===== src/rtl/dm_store_unit.sv =====
// dm_store_unit: write-side companion of the data-memory load extender.
// Accepts sw/sb/sh store requests and drives a word-wide synchronous memory
// that has no byte enables. Full-word stores are written directly. Byte and
// halfword stores read the word, merge the target lane and write it back.
// Misaligned or reserved requests raise a one-cycle misalign_err pulse and
// never touch the memory.
//
// Optional build macro DM_STORE_FWD_EN: keeps a copy of the last written word
// so that a sub-word store to that same word skips the read and merge steps.
//
// Handshake: a request is consumed on a rising edge where req_valid and
// req_ready are both high. req_ready is high only in IDLE. A requester that
// sees req_ready low must hold req_valid and its payload stable until the
// request is consumed.
module dm_store_unit #(
    parameter int WA_W = 30
) (
    input  logic            clk,
    input  logic            rst_n,
    input  logic            req_valid,
    output logic            req_ready,
    input  logic [1:0]      req_op,
    input  logic [31:0]     req_addr,
    input  logic [31:0]     req_wdata,
    output logic [WA_W-1:0] mem_addr,
    output logic            mem_rd_en,
    input  logic [31:0]     mem_rdata,
    output logic            mem_wr_en,
    output logic [31:0]     mem_wdata,
    output logic            busy,
    output logic            misalign_err
);

    localparam logic [1:0] OP_SW = 2'b00;
    localparam logic [1:0] OP_SB = 2'b01;
    localparam logic [1:0] OP_SH = 2'b10;

    typedef enum logic [1:0] {
        IDLE  = 2'b00,
        READ  = 2'b01,
        MERGE = 2'b10,
        WRITE = 2'b11
    } state_t;

    state_t          state;
    logic [1:0]      op_q;
    logic [1:0]      lane_q;
    logic [31:0]     wdata_q;

    logic            req_legal;
    logic [WA_W-1:0] req_word;
    logic            fwd_hit;
    logic [31:0]     fwd_base;

    assign req_word  = req_addr[WA_W+1:2];
    assign req_ready = (state == IDLE);
    assign busy      = (state != IDLE);

    // Replace only the addressed byte/halfword lane of base with store data.
    function automatic logic [31:0] merge_lane(
        input logic [31:0] base,
        input logic [1:0]  op,
        input logic [1:0]  lane,
        input logic [31:0] wdata
    );
        logic [31:0] merged;
        merged = base;
        if (op == OP_SB) begin
            case (lane)
                2'd0:    merged[7:0]   = wdata[7:0];
                2'd1:    merged[15:8]  = wdata[7:0];
                2'd2:    merged[23:16] = wdata[7:0];
                default: merged[31:24] = wdata[7:0];
            endcase
        end else if (op == OP_SH) begin
            if (lane[1]) merged[31:16] = wdata[15:0];
            else         merged[15:0]  = wdata[15:0];
        end
        return merged;
    endfunction

    // Alignment rules: sw word-aligned, sh halfword-aligned, sb any, op 11 never.
    always_comb begin
        req_legal = 1'b0;
        case (req_op)
            OP_SW:   req_legal = (req_addr[1:0] == 2'b00);
            OP_SB:   req_legal = 1'b1;
            OP_SH:   req_legal = (req_addr[0] == 1'b0);
            default: req_legal = 1'b0;
        endcase
    end

`ifdef DM_STORE_FWD_EN
    logic [WA_W-1:0] held_addr;
    logic [31:0]     held_data;
    logic            held_valid;

    // Remember the last word written; this unit is the only memory writer,
    // so the copy always matches the memory contents.
    always_ff @(posedge clk or negedge rst_n) begin
        if (!rst_n) begin
            held_valid <= 1'b0;
            held_addr  <= '0;
            held_data  <= 32'h0;
        end else if (mem_wr_en) begin
            held_valid <= 1'b1;
            held_addr  <= mem_addr;
            held_data  <= mem_wdata;
        end
    end

    assign fwd_hit  = held_valid && (held_addr == req_word) && (req_op != OP_SW);
    assign fwd_base = held_data;
`else
    assign fwd_hit  = 1'b0;
    assign fwd_base = 32'h0;
`endif

    // Store sequencer: IDLE -> (READ -> MERGE ->) WRITE -> IDLE, strobes registered.
    always_ff @(posedge clk or negedge rst_n) begin
        if (!rst_n) begin
            state        <= IDLE;
            op_q         <= 2'b00;
            lane_q       <= 2'b00;
            wdata_q      <= 32'h0;
            mem_addr     <= '0;
            mem_wdata    <= 32'h0;
            mem_rd_en    <= 1'b0;
            mem_wr_en    <= 1'b0;
            misalign_err <= 1'b0;
        end else begin
            mem_rd_en    <= 1'b0;
            mem_wr_en    <= 1'b0;
            misalign_err <= 1'b0;
            case (state)
                IDLE: begin
                    if (req_valid) begin
                        if (!req_legal) begin
                            misalign_err <= 1'b1;
                        end else begin
                            mem_addr <= req_word;
                            op_q     <= req_op;
                            lane_q   <= req_addr[1:0];
                            wdata_q  <= req_wdata;
                            if (req_op == OP_SW) begin
                                mem_wdata <= req_wdata;
                                mem_wr_en <= 1'b1;
                                state     <= WRITE;
                            end else if (fwd_hit) begin
                                mem_wdata <= merge_lane(fwd_base, req_op, req_addr[1:0], req_wdata);
                                mem_wr_en <= 1'b1;
                                state     <= WRITE;
                            end else begin
                                mem_rd_en <= 1'b1;
                                state     <= READ;
                            end
                        end
                    end
                end
                READ: begin
                    // Memory returns the word during the MERGE cycle.
                    state <= MERGE;
                end
                MERGE: begin
                    mem_wdata <= merge_lane(mem_rdata, op_q, lane_q, wdata_q);
                    mem_wr_en <= 1'b1;
                    state     <= WRITE;
                end
                WRITE: begin
                    state <= IDLE;
                end
                default: begin
                    state <= IDLE;
                end
            endcase
        end
    end

endmodule

===== config.mk =====
export PLATFORM = sky130hd
export DESIGN_NAME = dm_store_unit
export DESIGN_NICKNAME = d
export VERILOG_FILES = /design/src/rtl/dm_store_unit.sv
export SDC_FILE = /design/constraint.sdc
export NUM_CORES = 1
export LEC_CHECK = 0
export BUFFER_PORTS_ARGS = -buffer_cell sky130_fd_sc_hd__buf_4
export CORE_ASPECT_RATIO = 0.6
export CORE_MARGIN = 5
export CORE_UTILIZATION = 30
export CTS_CLUSTER_SIZE = 10
export DETAILED_ROUTE_END_ITERATION = 16
export GPL_ROUTABILITY_DRIVEN = 0
export GPL_TIMING_DRIVEN = 0
export PLACE_DENSITY_LB_ADDON = 0.3
export SETUP_SLACK_MARGIN = 0.05
export SLEW_MARGIN = 20
export SYNTH_ARGS = -nofsm -noshare
export SYNTH_HDL_FRONTEND = slang
export SYNTH_SLANG_ARGS = --single-unit

===== constraint.sdc =====
create_clock -name clk -period 2.3 [get_ports clk]
set_input_delay 0.46 -clock clk [delete_from_list [all_inputs] [get_ports clk]]
set_output_delay 0.46 -clock clk [all_outputs]
set_load 0.01 [all_outputs]

==> impl_metrics.yaml <==
cts:
  cts_setup_buffers: 0
  cts_buffers: 9
  clk_pin_slew_worst_paths_ns: 0.06
  cts_tree: "yes"
  cts.root.buffer_cell: "clkbuf_16"
  htreeDepth: 3
  clk_path_buf_depth: 2
  clk_latency_ns: 0.34
  clock_sinks: 87
pwr:
  seqPwrFrac: 0.352
  pwr-share-comb: 0.482
  p_per_area_nw_per_um2: 1340
  vdd_ir_drop_max_mv: 0.447
  p_leak_nw: 2.94
  p_int_mw: 5.09
  swShare: 0.388
  switchingPower_mw: 3.23
  clkPwrFrac: 0.166
sta:
  setup_violations: 0
  fin_ws_ns: 0.215
  worst_pin_slew_ns: 0.643
  timing.hold.ws_ns: 0.0863
  fmax_ghz: 0.480
  fin_skew_ns: 0.00643
  rsz0062_at_grt: "no"
  min_period_ns: 2.09
  min_period_over_period: 0.907
  slew_headroom: 0.569
  hold_violations: 0
  drv_slew: 0
yosys:
  synth_top_family_by_area: "multiplexers"
  synthArstFlopShare: 1.00
  synthDistinctLibCells: 41
  yosys-top-cells-count: "dfrtp_1 (87), o21ai_0 (51), mux2_2 (47)"
  synth_warnings: 0
  synth_top_area_share: 0.493
  syn-cell-area_sq_um: 4420
  avgSynthCellArea_sq_um: 11.1
  syn_inst: 399
  yosys.area.top_type: "dfrtp_1"
  synth_fa_ha_area_frac: 0.00566
  ys_seq_area_frac: 0.493
  synth_xor_area_frac: 0
  synth.net_count: 502
  synth_flop_cell: "dfrtp_1"
  synth_most_common_cell: "dfrtp_1"
  synth_compound_area_frac: 0.167
  synthMuxAreaShare: 0.197
  yosys.area_share.simple: 0.0923
  synthTopCellsByArea: "dfrtp_1 (49%), mux2_2 (12%), mux2i_1 (7.7%), o21ai_0 (5.8%), o22a_1 (3.4%)"
  synth_edf_count: 0
  ys_ff_latch: 87
floorplan:
  ios: 168
  die_w_um: 167
  die_area_sq_um: 17300
  floorplan.initialDensity: 0.306
  core_area_sq_um: 14500
  fp.dieH_um: 104
  rows: 34
worst_setup_path:
  critPathMaxFanout: 10
  critPathLaunchType: "register"
  rr_worst_depth: 8
  r2r_start: "state[0]"
  cp-end-kind: "register"
  crit_required_ns: 2.56
  worst_ep_arrival_time_ns: 2.35
  crit_type: "reg -> reg"
  reg2reg_slack_ns: 0.21
  r2r_end: "mem_wdata[23]"
global_routing:
  gr-total-overflow: 0
  use_met1: 0.248
  grtUsageTotal: 0.171
  grt_pass1_wl_mm: 23.5
  use_met2: 0.242
  antenna_found_initial: 0
  grt_pass1_vias: 4069
  grt_use_met3: 0.0638
  grt_max_degree: 54
  grt.busiest_layer: "met1"
detailed_routing:
  drc: 0
  viasPerCell: 5.04
  wl_mm: 15.1
  drtIter0Drc: 248
  vias: 3931
  ant_nets: 0
  drt_pre_antenna_iters: 4
  wl_per_cell_um: 19.3
layout:
  nets: 679
  area_growth_pct: 40.8
  final_util: 0.430
  final_cells: 780
  drive_gt1_frac: 0.444
  num-fill-cells: 1451
  regArea_sq_um: 2180
  multiInputGateArea_sq_um: 2050
placement:
  io_buffer_count: 165
  dp.cells: 763
  place_hpwl_mm: 11.5
  place_ws_ns: -0.0973
status:
  status: "completed"
flow_run:
  drv_cap: 0
min_path:
  min_path_type: "in -> async"
## through the flow
stage	power [mW]	instance area, sq um	TNS [ns]
2_1_floorplan	5.03	4420	0
3_3_place_gp	6.83	5910	-0.550
3_5_place_dp	6.96	5930	-0.751
4_1_cts	8.38	6220	0
5_1_grt	8.87	6220	0
6_report	8.32	6220	0
## power groups by stage
stage / Sequential, mW / Clock (mW) / Combinational [mW]
4_1_cts: 2.92 / 1.42 / 4.04
6_report: 2.93 / 1.38 / 4.01
3_5_place_dp: 2.94 / 0 / 4.02
5_1_grt: 3.01 / 1.47 / 4.38
2_1_floorplan: 2.98 / 0 / 2.05
3_3_place_gp: 2.90 / 0 / 3.93
## how the worst max path moves through the flow
stage	slack (ns)	cells after the start	from	to
finish	0.21	8	state[0]	mem_wdata[23]
global route	0.09	8	state[1]	mem_wdata[23]
CTS	0.09	8	state[0]	mem_wdata[23]
detailed placement	-0.1	8	state[0]	mem_wdata[23]
global placement	-0.06	8	state[0]	mem_wdata[3]
floorplan	0.51	7	req_op[1]	wdata_q[10]
## worst max-delay path, stage by stage, from the launching register on
cell and delay, ns:
dfrtp_1 0.37, inv_1 0.10, ha_1 0.25, buf_2 0.25, inv_1 0.13, a2bb2oi_2 0.41
clkbuf_2 0.33, nand2_1 0.08, o21ai_1 0.08
## registers in the layout (all words and copies together), names as in the netlist
signal / cells
mem_addr: 30
wdata_q: 16
state: 2
lane_q: 2
op_q: 2
mem_wdata: 32
misalign_err: 1
mem_wr_en: 1
mem_rd_en: 1
## layout by cell type (no fill, tap or decap), types with 2 or more instances in the layout
cell type   netlist  routed
mux2i_1          34      34
nand3_1          15      15
o22ai_1           2       2
o22a_1           17      17
a32oi_1           2       2
dfrtp_1          87      87
o2bb2ai_1        17      17
buf_4             3     168
clkbuf_1         11      11
a21oi_1           3       3
or3_1             2       2
and3_1           15      15
clkinv_2          0       2
mux2_2           47      47
nor2_1            9       9
o21ai_0          51      51
buf_6             2       2
clkbuf_16         0       9
buf_2            17      17
clkinvlp_4        0       2
o21ai_1          16      16
nand2_1          19      19
nand3b_1          3       3
inv_1             6       6
## metal layers
| metal | wire length, um | part of all wire | up-vias |
|---|---|---|---|
| li1 | - | - | 1832 |
| met1 | 7490 | 0.50 | 1908 |
| met2 | 6010 | 0.40 | 177 |
| met3 | 1410 | 0.094 | 14 |
| met4 | 164 | 0.011 | 0 |
| met5 | 0 | 0 | - |
## what timing repair did
item,CTS,global route
gates resized for setup,1,3
setup endpoints to repair,10,11
hold buffers,0,0
## cell type report
| cell class | instances | area share |
|---|---|---|
| Antenna cell | 1 | 0.000402 |
| Sequential cell | 87 | 0.350 |
| Timing Repair Buffer | 166 | 0.203 |
| Tap cell | 198 | 0.0398 |
| Buffer | 34 | 0.0284 |
| Multi-Input combinational cell | 271 | 0.329 |
| Clock buffer | 11 | 0.0390 |
| Clock inverter | 5 | 0.00543 |
| Inverter | 7 | 0.00422 |
## kinds of logic after synthesis
logic type	after synthesis
multiplexers	81
AND/OR/NAND/NOR	73
adder cells (fa/ha/maj)	2
buffers and inverters	41
AO/OA/AOI/OAI	115
flip-flops	87
(Power assumes the default switching activity.)
